==> src/rtl/des_round_sequencer.sv <==
// Iterative DES engine: IP/PC1 on accept, ROUNDS_PER_CYCLE rounds per RUN cycle, IP^-1 on the final edge.
// Optional `DES_DECRYPT_EN adds a per-block decrypt input that reverses the key schedule.
module des_round_sequencer #(
    parameter int ROUNDS_PER_CYCLE = 1
) (
    input  logic        clk,
    input  logic        rst,
    input  logic        in_valid,
    output logic        in_ready,
    input  logic [64:1] in_data,
    input  logic [64:1] key,
    output logic        out_valid,
    input  logic        out_ready,
    output logic [64:1] out_data,
    output logic        busy
`ifdef DES_DECRYPT_EN
    ,
    input  logic        decrypt
`endif
);

    typedef enum logic [1:0] {IDLE, RUN, DONE} state_t;

    localparam int IP_T [64] = '{
        58, 50, 42, 34, 26, 18, 10, 2,
        60, 52, 44, 36, 28, 20, 12, 4,
        62, 54, 46, 38, 30, 22, 14, 6,
        64, 56, 48, 40, 32, 24, 16, 8,
        57, 49, 41, 33, 25, 17,  9, 1,
        59, 51, 43, 35, 27, 19, 11, 3,
        61, 53, 45, 37, 29, 21, 13, 5,
        63, 55, 47, 39, 31, 23, 15, 7};

    localparam int IPINV_T [64] = '{
        40, 8, 48, 16, 56, 24, 64, 32,
        39, 7, 47, 15, 55, 23, 63, 31,
        38, 6, 46, 14, 54, 22, 62, 30,
        37, 5, 45, 13, 53, 21, 61, 29,
        36, 4, 44, 12, 52, 20, 60, 28,
        35, 3, 43, 11, 51, 19, 59, 27,
        34, 2, 42, 10, 50, 18, 58, 26,
        33, 1, 41,  9, 49, 17, 57, 25};

    localparam int PC1_T [56] = '{
        57, 49, 41, 33, 25, 17,  9,
         1, 58, 50, 42, 34, 26, 18,
        10,  2, 59, 51, 43, 35, 27,
        19, 11,  3, 60, 52, 44, 36,
        63, 55, 47, 39, 31, 23, 15,
         7, 62, 54, 46, 38, 30, 22,
        14,  6, 61, 53, 45, 37, 29,
        21, 13,  5, 28, 20, 12,  4};

    localparam int PC2_T [48] = '{
        14, 17, 11, 24,  1,  5,
         3, 28, 15,  6, 21, 10,
        23, 19, 12,  4, 26,  8,
        16,  7, 27, 20, 13,  2,
        41, 52, 31, 37, 47, 55,
        30, 40, 51, 45, 33, 48,
        44, 49, 39, 56, 34, 53,
        46, 42, 50, 36, 29, 32};

    localparam int E_T [48] = '{
        32,  1,  2,  3,  4,  5,
         4,  5,  6,  7,  8,  9,
         8,  9, 10, 11, 12, 13,
        12, 13, 14, 15, 16, 17,
        16, 17, 18, 19, 20, 21,
        20, 21, 22, 23, 24, 25,
        24, 25, 26, 27, 28, 29,
        28, 29, 30, 31, 32,  1};

    localparam int P_T [32] = '{
        16,  7, 20, 21, 29, 12, 28, 17,
         1, 15, 23, 26,  5, 18, 31, 10,
         2,  8, 24, 14, 32, 27,  3,  9,
        19, 13, 30,  6, 22, 11,  4, 25};

    // Flattened S1..S8, each box as 4 rows x 16 columns
    localparam logic [3:0] SBOX_T [512] = '{
        14,  4, 13,  1,  2, 15, 11,  8,  3, 10,  6, 12,  5,  9,  0,  7,
         0, 15,  7,  4, 14,  2, 13,  1, 10,  6, 12, 11,  9,  5,  3,  8,
         4,  1, 14,  8, 13,  6,  2, 11, 15, 12,  9,  7,  3, 10,  5,  0,
        15, 12,  8,  2,  4,  9,  1,  7,  5, 11,  3, 14, 10,  0,  6, 13,
        15,  1,  8, 14,  6, 11,  3,  4,  9,  7,  2, 13, 12,  0,  5, 10,
         3, 13,  4,  7, 15,  2,  8, 14, 12,  0,  1, 10,  6,  9, 11,  5,
         0, 14,  7, 11, 10,  4, 13,  1,  5,  8, 12,  6,  9,  3,  2, 15,
        13,  8, 10,  1,  3, 15,  4,  2, 11,  6,  7, 12,  0,  5, 14,  9,
        10,  0,  9, 14,  6,  3, 15,  5,  1, 13, 12,  7, 11,  4,  2,  8,
        13,  7,  0,  9,  3,  4,  6, 10,  2,  8,  5, 14, 12, 11, 15,  1,
        13,  6,  4,  9,  8, 15,  3,  0, 11,  1,  2, 12,  5, 10, 14,  7,
         1, 10, 13,  0,  6,  9,  8,  7,  4, 15, 14,  3, 11,  5,  2, 12,
         7, 13, 14,  3,  0,  6,  9, 10,  1,  2,  8,  5, 11, 12,  4, 15,
        13,  8, 11,  5,  6, 15,  0,  3,  4,  7,  2, 12,  1, 10, 14,  9,
        10,  6,  9,  0, 12, 11,  7, 13, 15,  1,  3, 14,  5,  2,  8,  4,
         3, 15,  0,  6, 10,  1, 13,  8,  9,  4,  5, 11, 12,  7,  2, 14,
         2, 12,  4,  1,  7, 10, 11,  6,  8,  5,  3, 15, 13,  0, 14,  9,
        14, 11,  2, 12,  4,  7, 13,  1,  5,  0, 15, 10,  3,  9,  8,  6,
         4,  2,  1, 11, 10, 13,  7,  8, 15,  9, 12,  5,  6,  3,  0, 14,
        11,  8, 12,  7,  1, 14,  2, 13,  6, 15,  0,  9, 10,  4,  5,  3,
        12,  1, 10, 15,  9,  2,  6,  8,  0, 13,  3,  4, 14,  7,  5, 11,
        10, 15,  4,  2,  7, 12,  9,  5,  6,  1, 13, 14,  0, 11,  3,  8,
         9, 14, 15,  5,  2,  8, 12,  3,  7,  0,  4, 10,  1, 13, 11,  6,
         4,  3,  2, 12,  9,  5, 15, 10, 11, 14,  1,  7,  6,  0,  8, 13,
         4, 11,  2, 14, 15,  0,  8, 13,  3, 12,  9,  7,  5, 10,  6,  1,
        13,  0, 11,  7,  4,  9,  1, 10, 14,  3,  5, 12,  2, 15,  8,  6,
         1,  4, 11, 13, 12,  3,  7, 14, 10, 15,  6,  8,  0,  5,  9,  2,
         6, 11, 13,  8,  1,  4, 10,  7,  9,  5,  0, 15, 14,  2,  3, 12,
        13,  2,  8,  4,  6, 15, 11,  1, 10,  9,  3, 14,  5,  0, 12,  7,
         1, 15, 13,  8, 10,  3,  7,  4, 12,  5,  6, 11,  0, 14,  9,  2,
         7, 11,  4,  1,  9, 12, 14,  2,  0,  6, 10, 13, 15,  3,  5,  8,
         2,  1, 14,  7,  4, 10,  8, 13, 15, 12,  9,  0,  3,  5,  6, 11};

    // Tables use DES numbering (bit 1 = MSB); vectors are [N-1:0] so DES bit n sits at N-n.
    function automatic logic [63:0] fIp(input logic [63:0] x);
        logic [63:0] y;
        y = '0;
        for (int i = 0; i < 64; i++)
            y[6'(63 - i)] = x[6'(64 - IP_T[i])];
        return y;
    endfunction

    function automatic logic [63:0] fIpInv(input logic [63:0] x);
        logic [63:0] y;
        y = '0;
        for (int i = 0; i < 64; i++)
            y[6'(63 - i)] = x[6'(64 - IPINV_T[i])];
        return y;
    endfunction

    function automatic logic [55:0] fPc1(input logic [63:0] x);
        logic [55:0] y;
        y = '0;
        for (int i = 0; i < 56; i++)
            y[6'(55 - i)] = x[6'(64 - PC1_T[i])];
        return y;
    endfunction

    function automatic logic [47:0] fPc2(input logic [55:0] x);
        logic [47:0] y;
        y = '0;
        for (int i = 0; i < 48; i++)
            y[6'(47 - i)] = x[6'(56 - PC2_T[i])];
        return y;
    endfunction

    function automatic logic [47:0] fExpand(input logic [31:0] x);
        logic [47:0] y;
        y = '0;
        for (int i = 0; i < 48; i++)
            y[6'(47 - i)] = x[5'(32 - E_T[i])];
        return y;
    endfunction

    function automatic logic [31:0] fPerm(input logic [31:0] x);
        logic [31:0] y;
        y = '0;
        for (int i = 0; i < 32; i++)
            y[5'(31 - i)] = x[5'(32 - P_T[i])];
        return y;
    endfunction

    function automatic logic [31:0] fSbox(input logic [47:0] x);
        logic [31:0] y;
        logic [5:0]  b;
        y = '0;
        for (int s = 0; s < 8; s++) begin
            b = x[6'(47 - 6 * s) -: 6];
            y = {y[27:0], SBOX_T[9'(64 * s + 16 * int'({b[5], b[0]}) + int'(b[4:1]))]};
        end
        return y;
    endfunction

    // Decrypt walks the schedule backwards: right rotates of 0,1,2,...,1 regenerate K16..K1
    function automatic logic [119:0] fRound(input logic [119:0] st, input logic [4:0] rnd,
                                            input logic dec);
        logic [31:0] l, r;
        logic [27:0] c, d;
        logic        rotOne;
        {l, r, c, d} = st;
        rotOne = (rnd == 5'd1) || (rnd == 5'd2) || (rnd == 5'd9) || (rnd == 5'd16);
        if (!dec) begin
            c = rotOne ? {c[26:0], c[27]} : {c[25:0], c[27:26]};
            d = rotOne ? {d[26:0], d[27]} : {d[25:0], d[27:26]};
        end else if (rnd != 5'd1) begin
            c = rotOne ? {c[0], c[27:1]} : {c[1:0], c[27:2]};
            d = rotOne ? {d[0], d[27:1]} : {d[1:0], d[27:2]};
        end
        return {r, l ^ fPerm(fSbox(fExpand(r) ^ fPc2({c, d}))), c, d};
    endfunction

    state_t        r_state;
    state_t        w_stateNext;
    logic [31:0]   r_l, r_r;
    logic [27:0]   r_c, r_d;
    logic [4:0]    r_cnt;
    logic [63:0]   r_out;
    logic [4:0]    w_cntNext;
    logic          w_last;
    logic          w_accept;
    logic          w_dec;
    logic [63:0]   w_ipIn;
    logic [55:0]   w_pc1Key;
    logic [119:0]  w_stage [ROUNDS_PER_CYCLE + 1];
    logic [119:0]  w_fin;
    logic [63:0]   w_result;

    assign w_accept  = (r_state == IDLE) && in_valid;
    assign w_cntNext = r_cnt + 5'(ROUNDS_PER_CYCLE);
    assign w_last    = (w_cntNext == 5'd16);
    assign w_ipIn    = fIp(in_data);
    assign w_pc1Key  = fPc1(key);

`ifdef DES_DECRYPT_EN
    logic r_dec;

    always_ff @(posedge clk or posedge rst) begin
        if (rst)
            r_dec <= 1'b0;
        else if (w_accept)
            r_dec <= decrypt;
    end

    assign w_dec = r_dec;
`else
    assign w_dec = 1'b0;
`endif

    assign w_stage[0] = {r_l, r_r, r_c, r_d};

    for (genvar g = 0; g < ROUNDS_PER_CYCLE; g++) begin : g_round
        assign w_stage[g + 1] = fRound(w_stage[g], r_cnt + 5'(g + 1), w_dec);
    end

    // Final swap: IP^-1 is applied to R16 || L16
    assign w_fin    = w_stage[ROUNDS_PER_CYCLE];
    assign w_result = fIpInv({w_fin[87:56], w_fin[119:88]});

    always_ff @(posedge clk or posedge rst) begin
        if (rst)
            r_state <= IDLE;
        else
            r_state <= w_stateNext;
    end

    always_comb begin
        w_stateNext = r_state;
        case (r_state)
            IDLE:    if (in_valid)  w_stateNext = RUN;
            RUN:     if (w_last)    w_stateNext = DONE;
            DONE:    if (out_ready) w_stateNext = IDLE;
            default: w_stateNext = IDLE;
        endcase
    end

    always_comb begin
        in_ready  = (r_state == IDLE) && !rst;
        out_valid = (r_state == DONE);
        busy      = (r_state != IDLE);
    end

    always_ff @(posedge clk or posedge rst) begin
        if (rst) begin
            r_l   <= '0;
            r_r   <= '0;
            r_c   <= '0;
            r_d   <= '0;
            r_cnt <= '0;
            r_out <= '0;
        end else begin
            case (r_state)
                IDLE: begin
                    if (in_valid) begin
                        {r_l, r_r} <= w_ipIn;
                        {r_c, r_d} <= w_pc1Key;
                        r_cnt      <= '0;
                    end
                end
                RUN: begin
                    {r_l, r_r, r_c, r_d} <= w_fin;
                    r_cnt                <= w_cntNext;
                    if (w_last)
                        r_out <= w_result;
                end
                default: ;
            endcase
        end
    end

    assign out_data = r_out;

endmodule
==> config.mk <==
export PLATFORM = sky130hd
export DESIGN_NAME = des_round_sequencer
export DESIGN_NICKNAME = d
export VERILOG_FILES = /design/src/rtl/des_round_sequencer.sv
export SDC_FILE = /design/constraint.sdc
export NUM_CORES = 1
export LEC_CHECK = 0
export CORE_MARGIN = 4
export CORE_UTILIZATION = 30
export CTS_CLUSTER_SIZE = 25
export DETAILED_ROUTE_END_ITERATION = 10
export GPL_TIMING_DRIVEN = 0
export PLACE_DENSITY = 0.58
export SYNTH_ARGS = -nofsm -noshare
export SYNTH_HDL_FRONTEND = slang
export SYNTH_SLANG_ARGS = --single-unit
==> constraint.sdc <==
create_clock -name clk -period 5.4 [get_ports clk]
set_clock_uncertainty 0.05 [all_clocks]
set_input_delay 1.08 -clock clk [delete_from_list [all_inputs] [get_ports clk]]
set_output_delay 1.08 -clock clk [all_outputs]
set_load 0.01 [all_outputs]
After elaboration in Yosys (flattened, before gate mapping)
Memory sizes are Yosys's and may differ from the RTL's.
Cells that the tools add are included.
{ "totals": {"reg_bits": 115, "rom_bits": 8192, "input_bits": 132, "out_inout_bits": 67, "mem_count": 4} }
{ "op_classes": {"addsub": 9, "magnitude_cmp": 4, "n_eq_ne": 9, "muxes": 21, "bitwise_logic": 6, "reduce_logical": 11} }
{ "memory_table": {"columns": ["name", "depth", "width", "rd", "rd_ports_with_merged_regs", "write_ports", "line", "rtl"], "rows": [
  ["(no name shown)", 512, 4, 1, 0, 0, "170", "y = {y[27:0], SBOX_T[9'(64 * s + 16 * int'({b[5], b[0]}) + int'(b[4:1]))]};"],
  ["(no name shown)", 512, 4, 1, 0, 0, "170", null],
  ["(no name shown)", 512, 4, 1, 0, 0, "170", null],
  ["(no name shown)", 512, 4, 1, 0, 0, "170", null]
]} }
{ "op_table": {"columns": ["op", "n"], "rows": [
  ["32-bit case mux with 2 select lines", 2],
  ["32-bit two-way mux", 2],
  ["28-bit two-way mux", 2],
  ["28-bit case mux with 2 select lines", 1],
  ["9-bit by 10-bit >= comparator with 1-bit output, second input constant", 4],
  ["9-bit by 4-bit adder with 9-bit output", 4],
  ["9-bit by 6-bit adder with 9-bit output, first input constant", 4],
  ["9-bit NOT", 4],
  ["32-bit by 16-bit XOR with 32-bit output", 1],
  ["24-bit XOR", 1],
  ["3-bit two-way mux", 4],
  ["2-bit two-way mux", 5],
  ["5-bit case mux with 2 select lines", 1],
  ["4-bit two-way mux", 2],
  ["2-bit case mux with 3 select lines", 1],
  ["5-bit by 1-bit adder with 5-bit output, second input constant", 1],
  ["5-bit by 1-bit == test with 1-bit output, second input constant", 1],
  ["5-bit by 2-bit == test with 1-bit output, second input constant", 1],
  ["5-bit by 4-bit == test with 1-bit output, second input constant", 1],
  ["5-bit == test, second input constant", 1],
  ["5-bit two-way mux", 1],
  ["2-bit inequality test, second input constant", 2],
  ["2-bit AND reduction", 2],
  ["2-bit nonzero test", 2],
  ["other kinds (8)", 10]
]} }

Logic depth before layout (Yosys ltp)
{ "depth": {"depth_word": 15, "ltp_mapped": 16, "ltp_nobuf": 15} }

Worst setup path before layout
OpenSTA, ideal clock, no wires.
{ "synth_timing": {"path_type": "register -> register", "startpoint": "register r_cnt[0]", "endpoint": "register r_r[3]", "setup_time_ns": 0.129, "arrival_ns": 3.828, "t_required_ns": 5.221, "slack_ns": 1.394, "stages_incl_launch_ff": 16, "period_less_slack_ns": 4.006, "path_cell_list": "dfrtp_1 -> ha_1 -> buf_6 -> nor3_1 -> a41oi_2 -> o32ai_4 -> buf_2 -> buf_2 -> mux2i_1 -> inv_1 -> ha_1 -> a2111oi_0 -> a211oi_1 -> a2111oi_2 -> xnor2_1 -> o21ai_1"} }
{ "synth_via": {"elab_chain_len": 15, "word_cells_on_any_way": 18, "cone_classes": "add/sub: 3; eq/ne: 4; mux: 4; bitwise: 3; reduce/logical: 3; memory: 1"} }
{ "synth_lines": {"columns": ["item", "line", "rtl"], "rows": [
  ["start, declared", "197", "logic [4:0] r_cnt;"],
  ["start signal, assigned", "282", "r_cnt <= w_cntNext;"],
  ["5-bit by 1-bit adder with 5-bit output *", "233", "assign w_stage[g + 1] = fRound(w_stage[g], r_cnt + 5'(g + 1), w_dec);"],
  ["5-bit by 1-bit == test with 1-bit output or 5-bit by 2-bit == test with 1-bit output (tied branches)", "182", "rotOne = (rnd == 5'd1) || (rnd == 5'd2) || (rnd == 5'd9) || (rnd == 5'd16);"],
  ["1-bit logical OR (2 in series)", "182", null],
  ["1-bit logical OR *", "182", null],
  ["28-bit two-way mux *", "185", "d = rotOne ? {d[26:0], d[27]} : {d[25:0], d[27:26]};"],
  ["24-bit XOR *", "190", "return {r, l ^ fPerm(fSbox(fExpand(r) ^ fPc2({c, d}))), c, d};"],
  ["9-bit by 6-bit adder with 9-bit output", "170", null],
  ["9-bit by 4-bit adder with 9-bit output *", "170", null],
  ["9-bit NOT (implied by the code) *", "170", null],
  ["memory 512 x 4 bit *", null, null],
  ["3-bit two-way mux (implied by the code) * (2 in series)", "170", null],
  ["32-bit by 16-bit XOR with 32-bit output *", "190", null],
  ["32-bit case mux with 2 select lines *", "272", "case (r_state)"],
  ["end signal, assigned", "275", "{r_l, r_r} <= w_ipIn;"],
  ["end signal, assigned", "281", "{r_l, r_r, r_c, r_d} <= w_fin;"],
  ["end, declared", "195", "logic [31:0] r_l, r_r;"]
]} }
Every way passes the cells marked *; elsewhere a longest branch is shown, timed or not. The select of a mux whose other input is x is not followed.
A chain may end at the register's enable or synchronous reset.

Worst setup path in the final report
{ "layout_timing": {"startpoint": "register r_cnt[0]", "endpoint": "register r_r[13]"} }
Same word-level chain as after synthesis.

==> flow_metrics.tcl <==
set metrics [dict create \
    routed_wl_mm 15.3 \
    antenna_found_initial 0 \
    drive_above_1_share_pct 15.6 \
    fin_ws_ps 381 \
    routabilityCongestion 0.832 \
    synth_largest_area_cell "dfrtp_1" \
    seqPwrFrac_pct 21.6 \
    initial_core_util_pct 30.5 \
    cts_hold_buffers 0 \
    nets 855 \
    clkSinkCount 86 \
    grt_max_degree 49 \
    final_common_cell "dfrtp_1" \
    fp.coreArea_um2 18800 \
    fp.dieArea_um2 21400 \
    drt_pre_antenna_iters 4 \
    vias 4474 \
    syn_area_um2 5730 \
    dp.final_hpwl_mm 11.3 \
    place_area_um2 6730 \
    synth-seq-cells 86 \
    startpoint "r_cnt[0]$_DFFE_PP0P_" \
    crit_path_end_kind "flop" \
    path_class "reg -> reg" \
    ys_seq_area_share_pct 37.5 \
    setup_viol 0 \
    rr_worst_depth 16 \
    final.setup.tns_ps 0 \
    ys_top_cells_by_area "dfrtp_1, buf_4, mux2i_1" \
    ys_types 65 \
    synthArstFlopShare_pct 100 \
    pre_cts_ws_ps 251 \
    port_buffers 50 \
    syn_avg_cell_area_um2 9.70 \
    layout_common_cells "dfrtp_1, nand2_1, clkdlybuf4s50_1, buf_4, conb_1" \
    maxSlewHeadroom_pct 18.1 \
    power.total_mw 5.56 \
    powerDensity_nw_per_um2 784 \
    die_w_um 146 \
    reg2reg_setup_slack_ps 380 \
    cts_resized 0 \
    cts_tree "built" \
    hold_violations 0 \
    worstHoldStart "r_l[22]$_DFFE_PP0P_" \
    antenna_cells 0 \
    cp.arrival_ps 5160 \
    p_clk_share_pct 13.7 \
    worst_slew_pin_slew_ps 1220 \
    synth_cells 591 \
    vias_per_cell 4.76 \
    finish.instance_area_um2 7100 \
    grt_pass1_wl_mm 24.4 \
    p_comb_share_pct 64.8 \
    p_leak_nw 3.16 \
    cts_buffers 9 \
    p_sw_share_pct 46.1 \
    slew_violations 0 \
    rows 50 \
    drtAntennaViolNets 0 \
    ys.flop_type "dfrtp_1" \
    path_clk_slew_ps 70 \
    min_to "r_l[22]$_DFFE_PP0P_" \
    r2r_end "r_r[13]$_DFFE_PP0P_" \
    synth_edf_count 0 \
    yosys_warnings 0 \
    p_int_mw 3.00 \
    status "finished clean" \
    fin_crit_ps 5020 \
    hp-class "reg -> reg" \
    critPathRequiredTime_ps 5550 \
    grt-ovfl-total 0 \
    wl_per_cell_um 16.3 \
    grt_setup_unrepaired "false" \
    synth_top_area_share_pct 37.5 \
    clock_path_buffers 2 \
    clkLatencyLatePin_ps 340 \
    drc_errors 0 \
    root_buffer "clkbuf_16" \
    min_path_cells 1 \
    path_max_fanout 10 \
    max-vdd-ir-drop_v 0.000240 \
    p_sw_mw 2.57 \
    start_kind "flop" \
    period_share_pct 92.9 \
    grt_pass1_vias 4352 \
    ioPinCount 199 \
    area_delta_synth_final_pct 23.8 \
    drv_cap 0 \
    die_h_um 146 \
    globalRouteTotalUtil_pct 14.2 \
    rr_startpoint "r_cnt[0]$_DFFE_PP0P_" \
    clock.fmax_mhz 199 \
    post_cts_buffers 0 \
    cts-htree-levels 3 \
    drtIter0Drc 212 \
]
[through the flow]
| stage | utilization, % | hold slack (ps) | instances |
|---|---|---|---|
| after CTS | 37.8 | 455 | 939 |
| after global placement | 35.7 | 434 | 922 |
| final | 37.8 | 455 | 939 |
| after floorplan | - | 415 | 638 |
| after global routing | 37.8 | 460 | 939 |
| after detailed placement | 35.9 | 432 | 923 |
[synthesized netlist by cell type, types with 18 or more instances]
master    number
inv_1         19
xor2_1        18
buf_4         49
a22o_1        22
o21ai_0       30
a21oi_1       25
mux2_2        21
mux2i_1       36
clkbuf_1      23
nor2_1        21
xnor2_1       19
dfrtp_1       86
nand2_1       64
ha_1          23
[cell families (layout without fill, tap and decap cells)]
kind of cell               after synthesis  count (layout)  synth area share, %
AOI/OAI and AO/OA                      140             140                 17.4
and+or+nand+nor                        137             137                 11.1
buffers and inverters                  101             168                 10.2
DFF                                     86              86                 37.5
muxes                                   60              60                 11.1
xor gates and xnor gates                43              43                 7.55
adders and majority gates               23              23                 5.02
other                                    1              48               0.0654
[power groups by stage]
stage	combinational (mW)	clock [mW]	sequential, mW
final	3.60	0.760	1.20
after global routing	3.97	0.798	1.24
after CTS	3.60	0.768	1.20
after detailed placement	3.58	0	1.20
after global placement	3.54	0	1.20
after floorplan	2.75	0	1.14
[state kept, by name, indices dropped and copies added (netlist names)]
name / cells
r_cnt: 5
r_l: 15
out_data: 16
r_state: 2
r_r: 20
r_d: 28
[worst max path at each step]
stage	endpoint	slack, ps	cells after the start
after floorplan	r_r[3]$_DFFE_PP0P_	1390	15
after global placement	r_r[13]$_DFFE_PP0P_	320	16
after detailed placement	r_r[13]$_DFFE_PP0P_	250	16
after CTS	r_r[13]$_DFFE_PP0P_	240	16
after global routing	r_r[13]$_DFFE_PP0P_	130	16
final	r_r[13]$_DFFE_PP0P_	380	16
[metal layers]
layer / wire length [µm] / vias up / global-route usage (%)
li1: - / 2229 / -
met2: 6900 / 107 / 21.6
met4: 229 / 0 / 4.14
met3: 615 / 16 / 1.99
met5: 0 / - / 0
met1: 7560 / 2122 / 20.9
[worst max-delay path, cell delays in order, from the launching register on]
cell and delay (ps):
dfrtp_1 480, ha_1 250, buf_6 130, nor3_1 170, a41oi_2 100, o32ai_4 620, buf_2 400, buf_2 310
mux2i_2 480, inv_1 190, ha_1 380, inv_1 80, o21ai_0 230, o221ai_1 160, a32oi_1 560, xnor2_1 180
a21oi_1 80
[area by class of cell]
type | instances | area, µm²
Buffer | 80 | 505
Clock buffer | 10 | 229
Clock inverter | 6 | 134
Fill cell | 1912 | 11700
Inverter | 21 | 81.3
Multi-Input combinational cell | 451 | 3180
Sequential cell | 86 | 2150
Tap cell | 234 | 293
Timing Repair Buffer | 51 | 528
No activity file was read; power rests on OpenSTA's default activity.
